<file path="config.mk">
export PLATFORM = sky130hd
export DESIGN_NAME = voice_allocator_p
export DESIGN_NICKNAME = d
export VERILOG_FILES = /design/src/rtl/voice_allocator_p.sv
export SDC_FILE = /design/constraint.sdc
export NUM_CORES = 1
export LEC_CHECK = 0
export CORE_ASPECT_RATIO = 0.6
export CORE_MARGIN = 5
export CORE_UTILIZATION = 62
export CTS_BUF_LIST = sky130_fd_sc_hd__clkbuf_16
export CTS_CLUSTER_DIAMETER = 80
export DETAILED_ROUTE_END_ITERATION = 7
export PLACE_DENSITY_LB_ADDON = 0.15
export SETUP_SLACK_MARGIN = 0.4
export SLEW_MARGIN = 0
export SYNTH_ARGS = -nofsm -noshare
export SYNTH_HDL_FRONTEND = slang
export SYNTH_SLANG_ARGS = --single-unit
</file>
<file path="constraint.sdc">
create_clock -name clk -period 4 [get_ports clk]
set_input_delay 0.6 -clock clk [delete_from_list [all_inputs] [get_ports clk]]
set_output_delay 0.6 -clock clk [all_outputs]
set_load 0.005 [all_outputs]
</file>
<file path="src/rtl/voice_allocator_p.sv">
// Voice slot table feeding the phase bank with one slot's note per clk_en, round-robin.
// Latency: accepted event lands in the table on the first clk_en edge after acceptance; stream output is registered.
// Backpressure: single holding register; o_ev_ready drops after accept until the event is applied.
module voice_allocator_p #(
  parameter int NBANKS = 10
) (
  input  logic       clk,
  input  logic       rst,
  input  logic       clk_en,
  input  logic       i_ev_valid,
  input  logic       i_ev_on,
  input  logic [6:0] i_ev_note,
  output logic       o_ev_ready,
  output logic [6:0] o_midi,
  output logic [3:0] o_slot,
  output logic       o_valid,
  output logic [3:0] o_active_count,
  output logic       o_full,
  output logic       o_steal
);

  localparam logic [3:0] LAST = 4'(NBANKS - 1);

  logic [6:0] slot_q [NBANKS];
  logic [6:0] slot_d [NBANKS];
  logic [3:0] ctr_q, ctr_d;
  logic [3:0] steal_ptr_q, steal_ptr_d;
  logic       hold_full_q, hold_full_d;
  logic       hold_on_q, hold_on_d;
  logic [6:0] hold_note_q, hold_note_d;
  logic [6:0] midi_q, midi_d;
  logic [3:0] slot_out_q, slot_out_d;
  logic       valid_q, valid_d;
  // Four bits: with NBANKS = 16 a full table reads 0 here, o_full tells it apart.
  logic [3:0] count_q, count_d;
  logic       full_q, full_d;
  logic       steal_q, steal_d;

  logic       hit;
  logic [3:0] hit_idx;
  logic       free_found;
  logic [3:0] free_idx;
  logic       free_after;

  // Parallel search for the held note and the lowest free slot; descending scan leaves the lowest match.
  always_comb begin
    hit        = 1'b0;
    hit_idx    = '0;
    free_found = 1'b0;
    free_idx   = '0;
    for (int i = NBANKS - 1; i >= 0; i--) begin
      if (slot_q[i] == hold_note_q) begin
        hit     = 1'b1;
        hit_idx = 4'(i);
      end
      if (slot_q[i] == 7'd0) begin
        free_found = 1'b1;
        free_idx   = 4'(i);
      end
    end
  end

  // Next-state: stream advance and event application on clk_en, event capture on any edge.
  always_comb begin
    slot_d      = slot_q;
    ctr_d       = ctr_q;
    steal_ptr_d = steal_ptr_q;
    hold_full_d = hold_full_q;
    hold_on_d   = hold_on_q;
    hold_note_d = hold_note_q;
    midi_d      = midi_q;
    slot_out_d  = slot_out_q;
    valid_d     = valid_q;
    count_d     = count_q;
    full_d      = full_q;
    steal_d     = 1'b0;
    free_after  = free_found;

    if (clk_en) begin
      // Stream reads the table before this edge's write lands.
      midi_d     = slot_q[ctr_q];
      slot_out_d = ctr_q;
      valid_d    = (slot_q[ctr_q] != 7'd0);
      ctr_d      = (ctr_q == LAST) ? 4'd0 : ctr_q + 4'd1;

      if (hold_full_q) begin
        hold_full_d = 1'b0;
        if (hold_note_q != 7'd0) begin
          if (hold_on_q) begin
            if (!hit) begin
              if (free_found) begin
                slot_d[free_idx] = hold_note_q;
                count_d          = count_q + 4'd1;
                free_after       = 1'b0;
                for (int i = 0; i < NBANKS; i++) begin
                  if (4'(i) != free_idx && slot_q[i] == 7'd0) free_after = 1'b1;
                end
              end else begin
                slot_d[steal_ptr_q] = hold_note_q;
                steal_d             = 1'b1;
                steal_ptr_d         = (steal_ptr_q == LAST) ? 4'd0 : steal_ptr_q + 4'd1;
              end
            end
          end else if (hit) begin
            slot_d[hit_idx] = 7'd0;
            count_d         = count_q - 4'd1;
            free_after      = 1'b1;
          end
        end
        full_d = !free_after;
      end
    end

    if (i_ev_valid && !hold_full_q) begin
      hold_full_d = 1'b1;
      hold_on_d   = i_ev_on;
      hold_note_d = i_ev_note;
    end
  end

  // State registers with asynchronous reset.
  always_ff @(posedge clk or posedge rst) begin
    if (rst) begin
      for (int i = 0; i < NBANKS; i++) slot_q[i] <= '0;
      ctr_q       <= '0;
      steal_ptr_q <= '0;
      hold_full_q <= 1'b0;
      hold_on_q   <= 1'b0;
      hold_note_q <= '0;
      midi_q      <= '0;
      slot_out_q  <= '0;
      valid_q     <= 1'b0;
      count_q     <= '0;
      full_q      <= 1'b0;
      steal_q     <= 1'b0;
    end else begin
      slot_q      <= slot_d;
      ctr_q       <= ctr_d;
      steal_ptr_q <= steal_ptr_d;
      hold_full_q <= hold_full_d;
      hold_on_q   <= hold_on_d;
      hold_note_q <= hold_note_d;
      midi_q      <= midi_d;
      slot_out_q  <= slot_out_d;
      valid_q     <= valid_d;
      count_q     <= count_d;
      full_q      <= full_d;
      steal_q     <= steal_d;
    end
  end

  assign o_ev_ready     = !hold_full_q;
  assign o_midi         = midi_q;
  assign o_slot         = slot_out_q;
  assign o_valid        = valid_q;
  assign o_active_count = count_q;
  assign o_full         = full_q;
  assign o_steal        = steal_q;

endmodule

</file>
# Yosys cells after proc, flatten, opt, wreduce, memory -nomap -nowiden
# Index checks and enable logic that the tools add are counted.
[op_classes]
addsub = 4
magnitude_cmp = 7
eq_ne = 22
n_mux = 86
bitwise = 8
n_reduce_logical = 36
[ops]
columns = ["operator", "n"]
rows = [
  ["70-bit two-way mux", 4],
  ["70-bit bitwise mux", 2],
  ["4-bit two-way mux", 26],
  ["7-bit demux with 4-bit select", 3],
  ["70-bit AND", 1],
  ["7-bit equality test", 10],
  ["7-bit zero test", 10],
  ["70-bit NOT", 1],
  ["1-bit two-way mux", 45],
  ["7-bit two-way mux", 5],
  ["7-bit binary-select mux with 4-bit select", 1],
  ["5-bit >= comparator (second input constant)", 4],
  ["4-bit NOT with 5-bit output", 4],
  ["3-bit by 4-bit inequality test with 1-bit output (first input constant)", 4],
  ["5-bit by 1-bit < comparator with 1-bit output (second input constant)", 3],
  ["1-bit logical AND", 14],
  ["7-bit nonzero test", 2],
  ["4-bit by 1-bit adder with 4-bit output (second input constant)", 3],
  ["6-bit AND reduction", 2],
  ["4-bit equality test (second input constant)", 2],
  ["2-bit by 4-bit inequality test with 1-bit output (first input constant)", 2],
  ["4-bit inequality test (first input constant)", 2],
  ["2-bit nonzero test", 3],
  ["5-bit AND reduction", 1],
  ["7 further kinds", 9],
]
[totals]
regBits = 105
inputBits = 12
out_inout_bits = 19
wordCells = 184

# Depth between registers and ports, before layout
# Gate-level depths: netlist of the first run.
[logic_depth]
ltp_word = 30
depth_mapped = 15
depth_no_buf = 11

# Worst setup path before layout of the first run
# No wires, ideal clock.
[synth_path]
path_kind = "reg2reg"
start = "reg hold_note_q[4]"
end = "reg slot_q[30] in the netlist's numbering"
setup_ps = 144
t_arrival_ps = 3143
required_ps = 3856
setup_slack_ps = 712
stages_incl_launch_ff = 14
n_path_buf = 3
period_less_slack_ps = 3288
path_cell_list = "dfrtp_1 -> buf_2 -> buf_6 -> xor2_1 -> nor4_1 -> nand4_1 -> nand2_1 -> and3b_1 -> buf_2 -> ha_1 -> nand2_2 -> or4bb_1 -> nor3_1 -> o21ai_0"
[synth_via]
elab_chain_len = 20
elab_cells_between_ends = 44
cone_classes = "order compare: 2; eq/ne: 11; mux: 24; bitwise: 3; reduce/logical: 4"
[synth_lines]
columns = ["item", "line", "rtl"]
rows = [
  ["from (decl)", "30", "logic [6:0] hold_note_q, hold_note_d;"],
  ["from (signal assigned)", "142", "hold_note_q <= hold_note_d;"],
  ["7-bit equality test", "52", "if (slot_q[i] == hold_note_q) begin"],
  ["4-bit two-way mux (10 in series)", "52", ""],
  ["4-bit NOT with 5-bit output (implied by the code)", "105", "slot_d[hit_idx] = 7'd0;"],
  ["5-bit >= comparator (implied by the code) / 5-bit by 1-bit < comparator with 1-bit output (equally long branches)", "105", ""],
  ["1-bit logical AND (implied by the code)", "105", ""],
  ["7-bit two-way mux (implied by the code)", "105", ""],
  ["7-bit demux with 4-bit select", "105", ""],
  ["70-bit NOT (no line)", "--", ""],
  ["70-bit AND (no line)", "--", ""],
  ["70-bit two-way mux", "104", "end else if (hit) begin"],
  ["70-bit two-way mux", "89", "if (hold_on_q) begin"],
  ["to (signal assigned)", "137", "slot_q <= slot_d;"],
  ["to (decl)", "24", "logic [6:0] slot_q [NBANKS];"],
]
# Several ways; a longest one is shown, not always the timed one. The select of a mux whose other input is x is not followed.
# A chain may end at the register's enable or synchronous reset.

# Worst setup path after layout of the first run
[layout_path]
start = "reg hold_note_q[3]"
end = "reg slot_q[15] in the netlist's numbering"
# The elaborated chain is that of the path after synthesis.

==> results of run 1 <==
## worst paths after layout
check | start | endpoint | depth (start not counted)
setup / recovery | hold_note_q[3] | slot_q[15] | 11
hold / removal | o_active_count[3] | o_active_count[3] | 1
setup reg to reg | hold_note_q[3] | slot_q[15] | 11
hold reg to reg | o_active_count[3] | o_active_count[3] | 1
max in group asynchronous | rst | slot_q[6] | 3
min in group asynchronous | rst | slot_q[43] | 2
## Yosys cell counts (14+ instances only)
library cell	n	area (um^2)
dfrtp_1	105	2628
nand2_1	70	262.8
mux2i_1	57	570.6
o21ai_0	55	275.3
xor2_1	41	359.1
xnor2_1	36	315.3
nor4_1	21	131.4
nor2_1	20	75.07
mux2_2	19	214.0
nor3_1	14	70.07
## cells by family (layout without fill, tap and decap cells)
| kind of cell | count (synthesis) | after routing | synth area share [%] |
|---|---|---|---|
| mux | 91 | 91 | 15.90 |
| xor+xnor | 77 | 77 | 9.594 |
| compound gates | 146 | 146 | 15.43 |
| flops | 105 | 105 | 37.38 |
| buf+inv | 46 | 96 | 3.702 |
| fa+ha+maj | 6 | 6 | 1.104 |
| simple gates | 212 | 212 | 16.89 |
## metal layers
layer | part of all wire, % | wire length, um | GRT usage (%) | vias to the layer above
li1 | - | - | - | 2640
met1 | 44 | 9929 | 51.88 | 3028
met2 | 41 | 9199 | 45.64 | 405
met3 | 13 | 2992 | 9.927 | 36
met4 | 1.8 | 412 | 9.380 | 0
met5 | 0 | 0 | 0 | -
## sequential cells by signal, indices dropped and copies added, names as in the netlist, 4 cells and up
name	flops
o_slot	4
slot_q	70
o_active_count	4
o_midi	7
ctr_q	4
steal_ptr_q	4
hold_note_q	7
## through the flow
step           power [W]  hold WS, ps  utilization, %  cell area, um^2
2_1_floorplan   0.004005        469.3               -             7029
3_3_place_gp    0.004861        459.0           67.63             7565
3_5_place_dp    0.004959        472.4           67.63             7565
4_1_cts         0.005853        486.0           70.23             7856
5_1_grt         0.006328        503.3           71.22             7966
6_report        0.006009        485.2           71.22             7966
## power by group through the flow
stage | combinational (W) | sequential, W | clock, W
after global placement | 0.00272 | 0.00214 | 0
after CTS | 0.00282 | 0.00216 | 0.000878
after global routing | 0.00315 | 0.00225 | 0.000923
after floorplan | 0.00223 | 0.00178 | 0
after detailed placement | 0.00280 | 0.00216 | 0
final | 0.00291 | 0.00222 | 0.000876
## layout make-up
cell class / instances / share of cell area [%]
Clock buffer: 9 / 2.827
Clock inverter: 7 / 0.6754
Inverter: 6 / 0.3141
Multi-Input combinational cell: 532 / 52.87
Sequential cell: 105 / 33.14
Tap cell: 144 / 2.262
Timing Repair Buffer: 74 / 7.916
## what timing repair did
action | in CTS | in global routing
setup buffers | 0 | 6
gates resized for setup | 6 | 18
pin swaps | 0 | 4
setup endpoints to repair | 40 | 62
==> flow_summary_export.csv, run 1 <==
group,metric,value,unit
outcome,status,"finished clean",
drt,first_iter_violations,760,
synth,yosys_register_bits,105,
global_route,grt.total_usage,33.68,%
placement,io_buffers,30,
floorplan,start_util,62.84,%
sta,grt_setup_unrepaired,"yes",
synth,synthesis.area,0.007029,mm^2
setup_path,endpoint_kind,"flop",
synth,synth-seq-area-share,37.38,%
finish,num-fill-cells,837,
clocking,clk_latency,360,ps
sta,fin_ws,540.1,ps
finish,antennaDiodeCount,0,
global_route,antenna_found_initial,0,
global_route,grt_max_degree,62,
clocking,hold_buffers,0,
setup_path,critical_path_class,"reg -> reg",
power,p_leak,3.170,nW
drt,wl,22530,um
clocking,cts-buffers-inserted,9,
setup_path,critPathLaunchType,"flop",
floorplan,fp-row-count,30,
floorplan,core,0.01119,mm^2
finish,layout-drive-gt1-share,18.83,%
drt,ant_nets,0,
setup_path,path_cells,"xor2_1, nor4_1, nand4_1, and4b_1, and3b_1, ha_1, nand2_2, or4b_4, nor4_4, buf_4, o2bb2ai_1",
setup_path,cpLargestDelayFamily,"simple AND/OR/NAND/NOR gates",
placement,finalWeightedCongestion,0.9544,
sta,clock_skew,10.28,ps
drt,wire_per_inst,25.69,um
sta,worst_slew_pin_slew,981.8,ps
power,seq_power_share,36.9,%
synth,synth_nets,699,
global_route,grt_pass1_vias,5910,
sta,maxSlewViolCount,0,
finish,final_cell_count_no_fill,877,
sta,fmax,289.0,MHz
finish,fin_nets,744,
clocking,clk_path_buf_depth,2,
drt,via_count,6109,
sta,period_needed,3460,ps
global_route,grt_first_pass_wirelength,34860,um
setup_path,slowest_stage,"dfrtp_4",
hold_path,holdCritPathClass,"reg -> reg",
power,p_comb_share,48.5,%
power,switching_power,0.002778,W
placement,placed_cells,855,
setup_path,cp.arrival,3700,ps
sta,post-route-period-util,86.50,%
finish,syn2layout_area_growth,13.33,%
finish,multi_input_area,0.004212,mm^2
synth,syn_inst,683,
drt,drc,0,
clocking,clk_pin_slew,80,ps
drt,dr.pass1.iters,5,
synth,synth_edf_count,0,
finish,final_cell_mix,"dfrtp_1, nand2_1, mux2i_1",
setup_path,r2r_slack,540,ps
clocking,root_buffer,"clkbuf_16",
sta,final_hold_viol_count,0,
floorplan,ios,31,
synth,yosysWarnings,0,
global_route,grt.overflow.total,0,
finish,final_common_cell,"dfrtp_1",
synth,yosys.cell_types.count,85,
finish,area.sequential,0.002640,mm^2
drt,vias_per_cell,6.966,
sta,max-slew-margin-rel,34.33,%
power,intPower,0.003231,W
synth,ys.flop_type,"dfrtp_1",
floorplan,dieArea,0.01364,mm^2
floorplan,fp.dieW,147.5,um
placement,hpwlAfterDp,16480,um
setup_path,max_stage_delay,600,ps
sta,tns,0,ps
power,sw_frac_of_total,46.23,%
placement,pre_cts_slack,305.7,ps
setup_path,worstPathRequired,4240,ps
power,power.density,754.3,mW/mm^2
synth,avgSynthCellArea,10.29,um^2
clocking,cts_tree,"built",
power,peakVddDrop,0.3730,mV
floorplan,die_y,92.48,um
clocking,cts.sinks,105,
setup_path,crit_path_max_fanout,16,
sta,setup_viol,0,
synth,ys_async_sr_fraction,100.0,%
job,cap_violations,0,
clocking,htree_levels,3,
setup_path,cp_num_buf_inv,1,
power,power.share.clock,14.6,%
(Power assumes the default switching activity.)
==> run 2: changes to the inputs <==
--- a/config.mk
+++ b/config.mk
@@ -5,6 +5,7 @@
 export SDC_FILE = /design/constraint.sdc
 export NUM_CORES = 1
 export LEC_CHECK = 0
+export CAP_MARGIN = 20
 export CORE_ASPECT_RATIO = 0.6
 export CORE_MARGIN = 5
 export CORE_UTILIZATION = 62
@@ -13,7 +14,6 @@
 export DETAILED_ROUTE_END_ITERATION = 7
 export PLACE_DENSITY_LB_ADDON = 0.15
 export SETUP_SLACK_MARGIN = 0.4
-export SLEW_MARGIN = 0
 export SYNTH_ARGS = -nofsm -noshare
 export SYNTH_HDL_FRONTEND = slang
 export SYNTH_SLANG_ARGS = --single-unit
==> results of run 2 <==
Same layout as run 1: the final DEF is identical, and so are final timing and power.
